==> src/rtl/spi_frame_engine.sv <==
// SPI slave frame engine: decodes 16-bit command/data frames into register strobes and serializes read data.
// Optional aborted-frame counter is built when SPI_FRAME_ERR_EN is defined.
module spi_frame_engine #(
    parameter int ADDR_WIDTH = 6,
    parameter int REG_WIDTH  = 8
) (
    input  logic                  clk,
    input  logic                  rst,
    input  logic                  ena,
    input  logic [1:0]            mode,
    input  logic                  spi_cs_n,
    input  logic                  spi_clk,
    input  logic                  spi_mosi,
    output logic                  spi_miso,
    output logic [ADDR_WIDTH-1:0] rd_addr,
    input  logic [REG_WIDTH-1:0]  rd_data,
    output logic                  wr_en,
    output logic [ADDR_WIDTH-1:0] wr_addr,
    output logic [REG_WIDTH-1:0]  wr_data,
    output logic [7:0]            err_cnt
);

    typedef enum logic [2:0] {
        IDLE,
        CMD,
        LOAD,
        DATA,
        DONE
    } state_t;

    localparam int CNT_MAX = (REG_WIDTH > 8) ? REG_WIDTH : 8;
    localparam int CNT_W   = $clog2(CNT_MAX + 1);
    localparam logic [CNT_W-1:0] CMD_LAST  = CNT_W'(7);
    localparam logic [CNT_W-1:0] DATA_LAST = CNT_W'(REG_WIDTH - 1);

    state_t                state;
    state_t                state_next;
    logic                  sclk_d;
    logic [1:0]            mode_q;
    logic [CNT_W-1:0]      bit_cnt;
    logic [7:0]            cmd_sr;
    logic [REG_WIDTH-1:0]  tx_sr;
    logic [REG_WIDTH-1:0]  rx_sr;
    logic                  wr_en_q;
    logic [ADDR_WIDTH-1:0] wr_addr_q;
    logic [REG_WIDTH-1:0]  wr_data_q;

    logic                  rise;
    logic                  fall;
    logic                  sample_edge;
    logic                  shift_edge;
    logic [7:0]            cmd_next;
    logic [REG_WIDTH-1:0]  rx_next;

    logic                  start;
    logic                  sample_cmd;
    logic                  cmd_done;
    logic                  load_tx;
    logic                  sample_data;
    logic                  data_done;
    logic                  shift_tx;

    // Modes 1 and 2 sample on the falling SCLK edge, modes 0 and 3 on the rising edge.
    assign rise        = spi_clk & ~sclk_d;
    assign fall        = ~spi_clk & sclk_d;
    assign sample_edge = (mode_q[1] ^ mode_q[0]) ? fall : rise;
    assign shift_edge  = (mode_q[1] ^ mode_q[0]) ? rise : fall;

    assign cmd_next = 8'({cmd_sr, spi_mosi});
    assign rx_next  = REG_WIDTH'({rx_sr, spi_mosi});

    assign spi_miso = (state == DATA) ? tx_sr[REG_WIDTH-1] : 1'b0;
    assign wr_en    = wr_en_q & ena;
    assign wr_addr  = wr_addr_q;
    assign wr_data  = wr_data_q;

    always_ff @(posedge clk or posedge rst) begin
        if (rst) begin
            state <= IDLE;
        end else begin
            state <= state_next;
        end
    end

    always_comb begin
        state_next  = state;
        start       = 1'b0;
        sample_cmd  = 1'b0;
        cmd_done    = 1'b0;
        load_tx     = 1'b0;
        sample_data = 1'b0;
        data_done   = 1'b0;
        shift_tx    = 1'b0;
        if (ena) begin
            case (state)
                IDLE: begin
                    if (!spi_cs_n) begin
                        start      = 1'b1;
                        state_next = CMD;
                    end
                end
                CMD: begin
                    if (spi_cs_n) begin
                        state_next = IDLE;
                    end else if (sample_edge) begin
                        sample_cmd = 1'b1;
                        if (bit_cnt == CMD_LAST) begin
                            cmd_done   = 1'b1;
                            state_next = LOAD;
                        end
                    end
                end
                LOAD: begin
                    if (spi_cs_n) begin
                        state_next = IDLE;
                    end else begin
                        load_tx    = 1'b1;
                        state_next = DATA;
                    end
                end
                DATA: begin
                    // The first shift edge of the phase is skipped so the MSB stays up for the first sample.
                    if (spi_cs_n) begin
                        state_next = IDLE;
                    end else if (sample_edge) begin
                        sample_data = 1'b1;
                        if (bit_cnt == DATA_LAST) begin
                            data_done  = 1'b1;
                            state_next = DONE;
                        end
                    end else if (shift_edge && (bit_cnt != '0)) begin
                        shift_tx = 1'b1;
                    end
                end
                DONE: begin
                    if (spi_cs_n) begin
                        state_next = IDLE;
                    end
                end
                default: state_next = IDLE;
            endcase
        end
    end

    always_ff @(posedge clk or posedge rst) begin
        if (rst) begin
            sclk_d    <= 1'b0;
            mode_q    <= 2'b00;
            bit_cnt   <= '0;
            cmd_sr    <= '0;
            tx_sr     <= '0;
            rx_sr     <= '0;
            rd_addr   <= '0;
            wr_en_q   <= 1'b0;
            wr_addr_q <= '0;
            wr_data_q <= '0;
        end else if (ena) begin
            sclk_d  <= spi_clk;
            wr_en_q <= 1'b0;
            if (start) begin
                mode_q  <= mode;
                bit_cnt <= '0;
            end
            if (sample_cmd) begin
                cmd_sr  <= cmd_next;
                bit_cnt <= cmd_done ? '0 : bit_cnt + 1'b1;
            end
            if (cmd_done) begin
                rd_addr <= cmd_next[ADDR_WIDTH-1:0];
            end
            if (load_tx) begin
                tx_sr <= rd_data;
            end
            if (shift_tx) begin
                tx_sr <= tx_sr << 1;
            end
            if (sample_data) begin
                rx_sr   <= rx_next;
                bit_cnt <= bit_cnt + 1'b1;
            end
            if (data_done && cmd_sr[7]) begin
                wr_en_q   <= 1'b1;
                wr_addr_q <= cmd_sr[ADDR_WIDTH-1:0];
                wr_data_q <= rx_next;
            end
        end else begin
            wr_en_q <= 1'b0;
        end
    end

`ifdef SPI_FRAME_ERR_EN
    logic       abort;
    logic [7:0] err_cnt_q;

    // A frame counts as aborted only if chip select rises before the data phase completes.
    assign abort   = ena & spi_cs_n & ((state == CMD) | (state == LOAD) | (state == DATA));
    assign err_cnt = err_cnt_q;

    always_ff @(posedge clk or posedge rst) begin
        if (rst) begin
            err_cnt_q <= 8'h00;
        end else if (abort && (err_cnt_q != 8'hFF)) begin
            err_cnt_q <= err_cnt_q + 8'h01;
        end
    end
`else
    assign err_cnt = 8'h00;
`endif

endmodule
==> config.mk <==
export PLATFORM = sky130hd
export DESIGN_NAME = spi_frame_engine
export DESIGN_NICKNAME = d
export VERILOG_FILES = /design/src/rtl/spi_frame_engine.sv
export SDC_FILE = /design/constraint.sdc
export NUM_CORES = 1
export LEC_CHECK = 0
export BUFFER_PORTS_ARGS = -buffer_cell sky130_fd_sc_hd__buf_2
export CAP_MARGIN = 5
export CORE_MARGIN = 1
export CORE_UTILIZATION = 35
export DETAILED_ROUTE_END_ITERATION = 16
export GPL_ROUTABILITY_DRIVEN = 0
export GPL_TIMING_DRIVEN = 1
export PLACE_DENSITY_LB_ADDON = 0.08
export SETUP_SLACK_MARGIN = 0.1
export SLEW_MARGIN = 30
export SYNTH_ARGS = -nofsm -noshare
export SYNTH_HDL_FRONTEND = slang
export SYNTH_SLANG_ARGS = --single-unit
==> constraint.sdc <==
create_clock -name clk -period 5.3 [get_ports clk]
set_clock_uncertainty 0.2 [all_clocks]
set_input_delay 0.265 -clock clk [delete_from_list [all_inputs] [get_ports clk]]
set_output_delay 0.265 -clock clk [all_outputs]
set_load 0.005 [all_outputs]
==> results.json <==
{
  "required_ns": 5.29,
  "overflow": 0,
  "routed_wl_um": 4250,
  "clk_pin_slew_ns": 0.09,
  "cts_tree": "yes",
  "start_util": 0.372,
  "min_path_cells": 2,
  "dpl_cell_area_sq_um": 2660,
  "area_growth_pct": 16.0,
  "end_kind": "register",
  "period_minus_slack_ns": 2.40,
  "ant_nets": 0,
  "synth_compound_area_frac": 0.0696,
  "place_inst": 288,
  "cts_root_buf": "clkbuf_8",
  "numCtsBuffers": 5,
  "synth_seq_cells": 54,
  "setup-violations-final": 0,
  "rsz0062_at_grt": "false",
  "rr_worst_depth": 4,
  "synth_area_leaders": "dfrtp_1 (56%), mux2_1 (8.4%), mux2_2 (7.0%)",
  "finalNetCount": 241,
  "run_status": "completed",
  "die-width_um": 85.3,
  "avgRoutedWirePerCell_um": 14.1,
  "path_max_fanout": 13,
  "drc": 0,
  "synth_mux_area_frac": 0.198,
  "path_class": "register to register",
  "fp.coreArea_sq_um": 6530,
  "relSlewSlack": 0.524,
  "slowest_stage": "mux2i_2",
  "htreeDepth": 2,
  "antenna_found_initial": 0,
  "grt_pass1_wl_um": 7430,
  "yosys.area_share.simple": 0.110,
  "cp.depth": 4,
  "ys_async_sr_fraction": 1.00,
  "clock-sinks": 54,
  "max_freq_mhz": 416,
  "vias": 1524,
  "hp-class": "input pin to register",
  "worstMarginPinSlew_ns": 0.700,
  "synth_edf_count": 0,
  "slowest_delay_ns": 0.65,
  "syn_area_sq_um": 2430,
  "setup_ws_ns": 2.90,
  "power_leakage_nw": 1.45,
  "powerDensity_nw_per_um2": 310,
  "pin_count": 46,
  "yosys.area_share.adder": 0.0103,
  "arrival_ns": 2.40,
  "stdcell_count": 301,
  "ir_drop_v": 0.000123,
  "track_usage": 0.130,
  "synth.distinct_cells": 42,
  "crit_buf_inv": 0,
  "yosys.area.top_type": "dfrtp_1",
  "slew_viol_final": 0,
  "fill_cells": 627,
  "final.period_utilization": 0.453,
  "cp_cell_sequence": "xor2_2 -> mux2i_2 -> or4_1 -> mux2_4",
  "drt-initial-drc-count": 52,
  "cts_setup_buffers": 0,
  "die_y_um": 85.3,
  "grt_max_degree": 55,
  "drv_cap": 0,
  "cts_buffer_depth": 2,
  "drive_gt1_frac": 0.339,
  "fp-row-count": 29,
  "synth.top_cell.area_share": 0.557,
  "yosys_warnings": 0,
  "first_global_vias": 1574,
  "post_cts_resized": 0,
  "synth-xor-area-share": 0.00670,
  "firstDrtPassIters": 4,
  "synth_top_family_by_area": "multiplexers",
  "portBuffers": 37,
  "via_per_inst": 5.06,
  "clkLatencyLatePin_ns": 0.30,
  "syn_avg_cell_area_sq_um": 13.6,
  "startpoint_type": "register",
  "design_area_sq_um": 2820,
  "hold_viol_final": 0,
  "dieArea_sq_um": 7270,
  "ys.flop_type": "dfrtp_1",
  "synthCells": 179,
  "antennaDiodeCount": 0,
  "fin_tns_setup_ns": 0,
  "ys_seq_area_frac": 0.557,
  "crit_family": "multiplexers",
  "place_ws_ns": 2.56,
  "whs_ns": 0.0223,
  "dp_hpwl_um": 3020
}
-- path summary, 6_finish.rpt --
kind                                           to  slack, ns                    from
setup / recovery           rd_addr[0]$_DFFE_PP0P_       2.90   mode_q[0]$_DFFE_PP0P_
hold / removal                 sclk_d$_DFFE_PP0P_       0.02                 spi_clk
setup reg to reg           rd_addr[0]$_DFFE_PP0P_       2.90   mode_q[0]$_DFFE_PP0P_
hold reg to reg            wr_addr[2]$_DFFE_PP0P_       0.28  wr_addr[2]$_DFFE_PP0P_
max in group asynchronous  wr_addr[4]$_DFFE_PP0P_       3.97                     rst
min in group asynchronous    rx_sr[6]$_DFFE_PP0P_       0.49                     rst
-- synthesized netlist by cell type (2+ instances only) --
master	instances
ha_1	2
dfrtp_1	54
mux2_2	15
nor2_1	3
nor4_1	2
nor2b_1	3
mux2_4	6
mux2i_1	2
inv_1	7
or4_1	2
nand2_1	6
or3_1	2
a21oi_1	2
buf_4	10
and2_1	8
clkbuf_1	2
o31ai_1	2
nand3_1	3
a221o_1	8
mux2_1	18
-- cell usage in the layout, fill, tap and decap left out, types with 2 or more instances in the layout --
cell type / count
a21oi_1: 2
a221o_1: 8
and2_1: 8
buf_2: 37
clkbuf_8: 7
conb_1: 8
dfrtp_1: 54
dlygate4sd3_1: 4
ha_1: 2
inv_1: 6
mux2_1: 18
mux2_2: 15
mux2_4: 6
nand2_1: 6
nand3_1: 3
nor2_1: 3
nor2b_1: 3
nor4_1: 2
o31ai_1: 2
or3_1: 2
or4_1: 2
-- worst reg2reg max path, delay by kind of cell, from the launching register on --
family                    cells  cell delay, ns
muxes                         2            0.99
and+or+nand+nor               1            0.47
DFF                           1            0.42
xor gates and xnor gates      1            0.23
-- layout make-up --
type | instances | area, sq um | area share
tap | 77 | 96.3 | 0.0342
sequential | 54 | 1350 | 0.480
inverter | 7 | 26.3 | 0.00933
multi-input combinational | 112 | 992 | 0.352
clock inverter | 1 | 8.76 | 0.00311
timing repair buffer | 43 | 244 | 0.0867
clock buffer | 7 | 96.3 | 0.0342
-- kinds of logic (layout without fill, tap and decap cells) --
| logic type | count (synthesis) | in the layout |
|---|---|---|
| flip-flops | 54 | 54 |
| multiplexers | 41 | 41 |
| AND/OR/NAND/NOR | 40 | 40 |
| AO/OA/AOI/OAI | 20 | 20 |
| buffers and inverters | 20 | 58 |
| adder cells (fa/ha/maj) | 2 | 2 |
| other | 1 | 8 |
| XOR/XNOR | 1 | 1 |
-- layer usage --
layer,GRT usage,share of wire,vias to the layer above
li1,-,-,719
met1,0.162,0.45,759
met2,0.216,0.50,39
met3,0.0331,0.039,7
met4,0.0561,0.017,0
met5,0,0,-
-- state kept, by name, summed over array words and instances, names as in the netlist --
name / flops
cmd_sr: 8
tx_sr: 8
wr_data: 8
rx_sr: 7
rd_addr: 6
wr_addr: 6
bit_cnt: 4
state: 3
mode_q: 2
sclk_d: 1
wr_en_q: 1
-- power by group --
group / leakage [nW] / internal [W] / total (W) / switching [W]
Clock: 0.0544 / 0.000120 / 0.000249 / 0.000129
Combinational: 0.661 / 0.0000640 / 0.000123 / 0.0000589
Sequential: 0.731 / 0.000461 / 0.000500 / 0.0000388
-- through the flow --
stage,utilization,power (W)
after detailed placement,0.407,0.000629
final,0.431,0.000872
after global routing,0.431,0.000934
after global placement,0.407,0.000623
after CTS,0.429,0.000887
after floorplan,-,0.000597
-- what timing repair did --
action | CTS | global route
hold buffers | 4 | 0
endpoints found under the setup margin | 0 | 0
hold endpoints to repair | 57 | 0
(Power assumes the default switching activity.)
